$ cat src/rtl/resolved_branch_bht.sv
// resolved_branch_bht
//   Branch history table of 2-bit saturating counters. The table is trained
//   from the execute-stage resolve bus and gives the frontend a registered
//   taken/not-taken prediction for a looked-up PC.
//
//   clk_i / rst_ni        clock, asynchronous active-low reset
//   flush_bp_i            restart the table clear sequence from entry 0
//   debug_mode_i          blocks training
//   resolved_*            resolve bus: valid, pc, is_branch, taken
//   lookup_valid_i/vpc_i  prediction request
//   pred_valid_o          request accepted in the previous cycle
//   pred_taken_o          counter MSB for the requested PC (held when idle)
//   ready_o               table initialised, lookups/updates accepted
module resolved_branch_bht #(
  parameter int unsigned VLEN       = 39,
  parameter int unsigned NR_ENTRIES = 1024,
  parameter int unsigned RVC        = 1
) (
  input  logic            clk_i,
  input  logic            rst_ni,
  input  logic            flush_bp_i,
  input  logic            debug_mode_i,
  input  logic            resolved_valid_i,
  input  logic [VLEN-1:0] resolved_pc_i,
  input  logic            resolved_is_branch_i,
  input  logic            resolved_taken_i,
  input  logic            lookup_valid_i,
  input  logic [VLEN-1:0] lookup_vpc_i,
  output logic            pred_valid_o,
  output logic            pred_taken_o,
  output logic            ready_o
);

  localparam int unsigned IDX_W = $clog2(NR_ENTRIES);
  localparam int unsigned OFS   = (RVC != 0) ? 1 : 2;
  localparam logic [IDX_W-1:0] LAST_IDX = IDX_W'(NR_ENTRIES - 1);

  typedef enum logic {CLEAR, RUN} state_e;

  state_e           state_q, state_d;
  logic [IDX_W-1:0] clr_idx_q, clr_idx_d;

  // Counter storage has no reset: the CLEAR sequence initialises it after
  // every reset or flush.
  logic [1:0] ctr_q [NR_ENTRIES];

  logic [IDX_W-1:0] upd_idx, lk_idx, mem_widx;
  logic [1:0]       upd_cur, upd_ctr, lk_ctr, mem_wdata;
  logic             run, upd_en, lk_en, mem_we;
  logic             pred_valid_q, pred_taken_q, ready_q;

  assign upd_idx = resolved_pc_i[OFS +: IDX_W];
  assign lk_idx  = lookup_vpc_i[OFS +: IDX_W];
  assign run     = (state_q == RUN);

  assign upd_en = run & ~flush_bp_i & resolved_valid_i & resolved_is_branch_i
                & ~debug_mode_i;
  assign lk_en  = run & ~flush_bp_i & lookup_valid_i;

  always_comb begin
    upd_cur = ctr_q[upd_idx];
    upd_ctr = upd_cur;
    if (resolved_taken_i) begin
      if (upd_cur != 2'd3) upd_ctr = upd_cur + 2'd1;
    end else begin
      if (upd_cur != 2'd0) upd_ctr = upd_cur - 2'd1;
    end
  end

  // Write-first bypass: a same-cycle update to the looked-up entry wins.
  always_comb begin
    lk_ctr = ctr_q[lk_idx];
    if (upd_en && (upd_idx == lk_idx)) lk_ctr = upd_ctr;
  end

  // Single write port shared by the clear sequence and training.
  always_comb begin
    mem_we    = upd_en;
    mem_widx  = upd_idx;
    mem_wdata = upd_ctr;
    if (state_q == CLEAR) begin
      mem_we    = 1'b1;
      mem_widx  = clr_idx_q;
      mem_wdata = 2'b01;
    end
  end

  always_ff @(posedge clk_i) begin
    if (mem_we) ctr_q[mem_widx] <= mem_wdata;
  end

  always_comb begin
    state_d   = state_q;
    clr_idx_d = clr_idx_q;
    if (state_q == CLEAR) begin
      clr_idx_d = clr_idx_q + 1'b1;
      if (clr_idx_q == LAST_IDX) state_d = RUN;
    end
    if (flush_bp_i) begin
      state_d   = CLEAR;
      clr_idx_d = '0;
    end
  end

  always_ff @(posedge clk_i or negedge rst_ni) begin
    if (!rst_ni) begin
      state_q      <= CLEAR;
      clr_idx_q    <= '0;
      pred_valid_q <= 1'b0;
      pred_taken_q <= 1'b0;
      ready_q      <= 1'b0;
    end else begin
      state_q      <= state_d;
      clr_idx_q    <= clr_idx_d;
      pred_valid_q <= lk_en;
      if (lk_en) pred_taken_q <= lk_ctr[1];
      ready_q      <= (state_d == RUN);
    end
  end

  assign pred_valid_o = pred_valid_q;
  assign pred_taken_o = pred_taken_q;
  assign ready_o      = ready_q;

endmodule

$ cat config.mk
export PLATFORM = sky130hd
export DESIGN_NAME = resolved_branch_bht
export DESIGN_NICKNAME = d
export VERILOG_FILES = /design/src/rtl/resolved_branch_bht.sv
export SDC_FILE = /design/constraint.sdc
export NUM_CORES = 2
export LEC_CHECK = 0
export CAP_MARGIN = 30
export CORE_UTILIZATION = 40
export CTS_BUF_LIST = sky130_fd_sc_hd__clkbuf_4 sky130_fd_sc_hd__clkbuf_8 sky130_fd_sc_hd__clkbuf_16
export DETAILED_ROUTE_END_ITERATION = 10
export SYNTH_ARGS = -nofsm -noshare
export SYNTH_HDL_FRONTEND = slang
export SYNTH_SLANG_ARGS = --single-unit
$ cat constraint.sdc
create_clock -name clk_i -period 64.5 [get_ports clk_i]
set_input_delay 12.9 -clock clk_i [delete_from_list [all_inputs] [get_ports clk_i]]
set_output_delay 12.9 -clock clk_i [all_outputs]
set_load 0.01 [all_outputs]
# After elaboration in Yosys (flattened, before gate mapping)
# Memory sizes are Yosys's and may differ from the RTL's. A register that Yosys moved wholly into a read port is not among the register bits.
# Cells that the tools add are included.
dict set report op_classes {
  muxes 13
  add_sub_neg 3
  eq_ne 3
  reduce_logical 2
  bitwise_logic 7
}
# op count
set ops {}
lappend ops {{10-bit two-way mux} 3}
lappend ops {{10-bit by 1-bit adder with 10-bit output (second input constant)} 1}
lappend ops {{10-bit equality test (second input constant)} 1}
lappend ops {{2-bit two-way mux} 4}
lappend ops {{1-bit two-way mux} 6}
lappend ops {{1-bit AND} 5}
lappend ops {{2-bit inequality test (second input constant)} 2}
lappend ops {{2-bit by 1-bit adder with 2-bit output (second input constant)} 1}
lappend ops {{1-bit inverter} 2}
lappend ops {{2-bit nonzero test} 1}
lappend ops {{2-bit by 1-bit subtractor with 2-bit output (second input constant)} 1}
lappend ops {{1-bit logical NOT} 1}
dict set report totals {
  memories 1
  register_bits 12
  ram_bits 2048
  out_inout_bits 3
  word_cells 32
  in_bits 86
}
# name words width read_ports rd_ports_with_merged_regs wr line
set memory_table {}
lappend memory_table {ctr_q 1024 2 2 1 1 45} ;# logic [1:0] ctr_q [NR_ENTRIES];

# Logic depth before layout (Yosys ltp)
dict set report depth {
  word_depth 8
  mapped_depth 16
  depth_no_buf 10
}

# Worst setup path after synthesis
# Ideal clock, no wire load.
dict set report synth_path {
  path_kind {input to register}
  from {in resolved_pc_i[1]}
  to {mem ctr_q[0][0] (data pin)}
  path_stages 11
  setup_ns 5.207
  t_arrival_ns 40.061
  required_time_ns 59.293
  path_buffers 3
  slack_ns 19.232
  path_cell_list {buf_6 > buf_12 > buf_8 > mux4_1 > mux4_2 > a21oi_1 > nand3_1 > and3_4 > o32ai_2 > a21oi_1 > o21ai_1}
}
dict set report synth_between {
  elab_chain_cells 5
  elab_cells_between_ends 9
  cone_classes {add/sub: 2; eq/ne: 1; mux: 4; reduce/logical: 1; memory: 1}
}
# item line
set synth_lines {}
lappend synth_lines {{start, declared} 24} ;# input logic [VLEN-1:0] resolved_pc_i,
lappend synth_lines {{memory read 1024 x 2 bit *} --}
lappend synth_lines {{2-bit by 1-bit subtractor with 2-bit output, or another cell as far along} 66} ;# if (upd_cur != 2'd0) upd_ctr = upd_cur - 2'd1;
lappend synth_lines {{2-bit two-way mux, on equally long branches} {66, 64}}
lappend synth_lines {{2-bit two-way mux *} 63} ;# if (resolved_taken_i) begin
lappend synth_lines {{2-bit two-way mux *} 81} ;# if (state_q == CLEAR) begin
lappend synth_lines {{named net mem_wdata[0]} 48} ;# logic [1:0] upd_cur, upd_ctr, lk_ctr, mem_wdata;
lappend synth_lines {{end, declared} 45}
# The timed path passes the listed nets; every way through them passes the cells marked *.

# Worst setup path in the final report
dict set report layout_path {
  from {in resolved_pc_i[1]}
  to {mem ctr_q[112][1] (data pin)}
}
# Same word-level chain as after synthesis.

==> impl_metrics.xml <==
<?xml version="1.0" encoding="UTF-8"?>
<metrics>
  <group name="power">
    <metric name="finalPower" unit="mW">2.89</metric>
    <metric name="power.leakage" unit="nW">33.8</metric>
    <metric name="ir_drop" unit="mV">0.0230</metric>
    <metric name="pwr_cell_area" unit="mW/mm^2">27.7</metric>
  </group>
  <group name="synthesis">
    <metric name="syn-instance-count" unit="">5533</metric>
    <metric name="yosys_warnings" unit="">0</metric>
    <metric name="synthesis.area_per_instance" unit="sq um">16.9</metric>
    <metric name="synth_sequential_area_ratio" unit="%">66.0</metric>
    <metric name="postSynthNetCount" unit="">5620</metric>
    <metric name="synth_edf_count" unit="">2048</metric>
    <metric name="synth.ff_latch_count" unit="">2061</metric>
    <metric name="unique_masters_post_synth" unit="">84</metric>
    <metric name="postSynth.topFlopCell" unit="">edfxtp_1</metric>
    <metric name="async_flop_share" unit="%">0.631</metric>
    <metric name="post-synth-top-area-cell" unit="">edfxtp_1</metric>
    <metric name="syn-cell-area" unit="sq mm">0.0936</metric>
    <metric name="ys_top_cells_by_area" unit="">edfxtp_1 66%, mux4_2 15%, nor2_1 4.4%, mux4_1 2.4%, mux2i_1 2.2%</metric>
    <metric name="synth_top_area_share" unit="%">65.7</metric>
  </group>
  <group name="timing">
    <metric name="max_clock_freq" unit="MHz">48.7</metric>
    <metric name="post-route-min-period" unit="ns">20.53</metric>
    <metric name="worst-slew-pin-transition" unit="ns">1.27</metric>
    <metric name="clock_skew" unit="ns">0.0485</metric>
    <metric name="finalCritPeriodShare" unit="%">31.8</metric>
    <metric name="rsz0062_at_grt" unit="">no</metric>
    <metric name="setup-tns-final" unit="ns">0</metric>
    <metric name="slew_viol_final" unit="">0</metric>
    <metric name="timing.final.ws_setup" unit="ns">43.97</metric>
    <metric name="timing.final.hold_violations" unit="">0</metric>
    <metric name="setup_viol" unit="">0</metric>
    <metric name="hold-worst-slack" unit="ns">0.613</metric>
    <metric name="max_slew_margin" unit="%">15.4</metric>
  </group>
  <group name="final_layout">
    <metric name="filler_cell_count" unit="">20000</metric>
    <metric name="seqCellArea" unit="sq mm">0.0618</metric>
    <metric name="finish.net_count" unit="">5566</metric>
    <metric name="multi_input_comb_area" unit="sq mm">0.0292</metric>
    <metric name="instances_no_fill" unit="">8715</metric>
    <metric name="area.growth.synth_to_final" unit="%">11.4</metric>
    <metric name="post_route_cells_drive_above_1_share" unit="%">22.7</metric>
  </group>
  <group name="route">
    <metric name="post_drt_wl_per_cell" unit="um">35.9</metric>
    <metric name="drt_iter0_drc" unit="">8760</metric>
    <metric name="detailroute.via_count" unit="">56500</metric>
    <metric name="dr.pass1.iters" unit="">6</metric>
    <metric name="drt_wl_total" unit="mm">313</metric>
    <metric name="route.detailed.drc" unit="">0</metric>
    <metric name="antenna_violating_nets_post_route" unit="">0</metric>
    <metric name="avg_vias_per_cell" unit="">6.48</metric>
  </group>
  <group name="clock_network">
    <metric name="numCtsBuffers" unit="">213</metric>
    <metric name="cts-htree-levels" unit="">4</metric>
    <metric name="clkSinkCount" unit="">2061</metric>
    <metric name="cts_tree" unit="">yes</metric>
    <metric name="maximum_root_to_sink_buffer_count" unit="">3</metric>
    <metric name="postcts_setup_bufs" unit="">0</metric>
    <metric name="cts_repair_resize_count" unit="">0</metric>
    <metric name="cts.clk_slew.worst_paths" unit="ns">0.06</metric>
    <metric name="clock_insertion_delay_worst_skew" unit="ns">0.87</metric>
    <metric name="cts.hold.buffers_added" unit="">0</metric>
    <metric name="clock-root-buffer" unit="">clkbuf_16</metric>
  </group>
  <group name="critical_path">
    <metric name="crit_path_max_incr_delay" unit="ns">0.83</metric>
    <metric name="path_delay_family" unit="">buffers and inverters</metric>
    <metric name="critical-path-slowest-cell" unit="">buf_4</metric>
    <metric name="critical_path_required" unit="ns">65.09</metric>
    <metric name="worst_path_cell_trace" unit="">buf_8, buf_4, buf_4, buf_4, mux4_2, mux2i_1, mux2i_1, o22ai_1, nor3_1, nor4_1, nor3_1, o32ai_2, a21oi_1, o21a_4, buf_12, buf_4, buf_4, buf_16</metric>
    <metric name="timing.critical_path.from_type" unit="">input port</metric>
    <metric name="end_kind" unit="">flip-flop</metric>
    <metric name="critPathBufInv" unit="">8</metric>
    <metric name="timing.critical_path.arrival" unit="ns">21.12</metric>
    <metric name="path_class" unit="">in -&gt; reg</metric>
    <metric name="critical_path_peak_fanout" unit="">263</metric>
    <metric name="critPathMostFrequentCell" unit="">buf_4</metric>
  </group>
  <group name="worst_hold_path">
    <metric name="timing.hold.worst.class" unit="">reg -&gt; reg</metric>
  </group>
  <group name="run">
    <metric name="drv.max_cap_violation_count" unit="">0</metric>
  </group>
  <group name="global_route">
    <metric name="wire_length_of_the_first_global_routing_pass" unit="mm">436</metric>
    <metric name="grt_max_degree" unit="">273</metric>
    <metric name="grt_remaining_overflow" unit="">0</metric>
    <metric name="track_usage" unit="%">26.3</metric>
    <metric name="first_global_vias" unit="">55500</metric>
    <metric name="antenna_violations_before_repair" unit="">19</metric>
  </group>
  <group name="placed_design">
    <metric name="gpl.final_weighted_congestion" unit="">0.912</metric>
    <metric name="dpl_worst_slack" unit="ns">42.23</metric>
    <metric name="dpl.cell_count" unit="">8299</metric>
    <metric name="post-dp-hpwl" unit="mm">189</metric>
    <metric name="numPortBuffers" unit="">30</metric>
  </group>
  <group name="floorplanning">
    <metric name="design.core.area" unit="sq mm">0.233</metric>
    <metric name="floorplan.rows" unit="">177</metric>
    <metric name="y_dimension_of_the_die" unit="um">486</metric>
    <metric name="dieWidth" unit="um">486</metric>
    <metric name="initial_standard_cell_utilization_of_the_core" unit="%">40.3</metric>
    <metric name="floorplan.die_area" unit="sq mm">0.236</metric>
    <metric name="ioPinCount" unit="">89</metric>
  </group>
  <group name="run_status">
    <metric name="status" unit="">complete, no violations</metric>
  </group>
</metrics>
## sequential cells by signal (all words and copies together) (netlist names)
register,count
clr_idx_q,10
ctr_q,2048
pred_taken_o,1
pred_valid_o,1
ready_o,1
## layout by cell type, fill, tap and decap left out, types with 44 or more instances in the layout
master,n
o22ai_1,44
nand2_1,144
buf_4,141
clkinv_2,44
nor2_1,1101
mux2i_1,206
a22oi_1,170
mux4_2,636
clkbuf_16,214
mux4_1,84
a21oi_1,86
clkinv_1,49
nand3_1,65
edfxtp_1,2048
## layout make-up
type	count	share of cell area [%]
antenna	10	0.0240
clock buffer	253	5.42
clock inverter	145	1.41
inverter	12	0.0432
multi-input combinational	2982	28.0
sequential	2061	59.3
tap	3043	3.65
timing repair buffer	209	2.19
## per-layer routing
layer	vias to the layer above	global-route usage, %	part of all wire (%)
met4	8	12.4	5.1
met1	29800	35.4	37
li1	22200	-	-
met3	708	6.22	12
met5	-	0	0.018
met2	3805	40.5	46
## worst register-to-register path: cells and delay by family, from the launching register on
family / cells / cell delay (ns)
buffers and inverters: 4 / 2.42
AO/OA/AOI/OAI: 4 / 1.12
AND/OR/NAND/NOR: 4 / 1.09
flip-flops: 1 / 0.36
multiplexers: 2 / 0.77
## metrics by stage
step	utilization (%)	instance area [sq um]
2_1_floorplan	-	93600
3_3_place_gp	41.4	96300
3_5_place_dp	41.7	97000
4_1_cts	44.8	104000
5_1_grt	44.8	104000
6_report	44.8	104000
## cell families after synthesis
logic type / count (synthesis) / share of synthesized area [%]
simple gates: 1523 / 6.73
xor+xnor: 18 / 0.168
fa+ha+maj: 1 / 0.0134
flops: 2061 / 66.0
buf+inv: 490 / 3.18
compound gates: 486 / 3.62
mux: 954 / 20.3
## synth_stat cells (18+ instances only)
master / instances
nand2_1: 164
a21oi_1: 86
mux2i_1: 206
a22oi_1: 170
nand4_1: 22
a221oi_1: 18
buf_2: 89
o22ai_1: 44
mux4_2: 636
mux2_2: 22
a22o_1: 21
mux4_1: 84
o21ai_0: 38
nor2_1: 1106
nor3_1: 33
buf_4: 42
clkbuf_1: 259
buf_12: 22
buf_6: 32
buf_8: 19
nand3_1: 71
a31oi_1: 21
nor2b_1: 29
nand2b_1: 21
edfxtp_1: 2048
## where the power goes
part / internal, mW / switching [mW] / leakage (nW)
combinational: 0.0615 / 0.115 / 10.0
sequential: 1.45 / 0.000580 / 20.3
clock: 0.722 / 0.540 / 3.53
## worst paths after layout
path / start / endpoint / slack [ns] / cells after the start
worst max-delay path: resolved_pc_i[1] / ctr_q[112][1] / 43.97 / 18
worst min-delay path: clr_idx_q[9] / clr_idx_q[9] / 0.61 / 2
worst max register to register: ctr_q[938][0] / ctr_q[251][0] / 58.35 / 14
worst min register to register: clr_idx_q[9] / clr_idx_q[9] / 0.61 / 2
max in group asynchronous: rst_ni / ready_o / 51.49 / 1
min in group asynchronous: rst_ni / clr_idx_q[0] / 12.47 / 1
No activity file was read; power rests on OpenSTA's default activity.
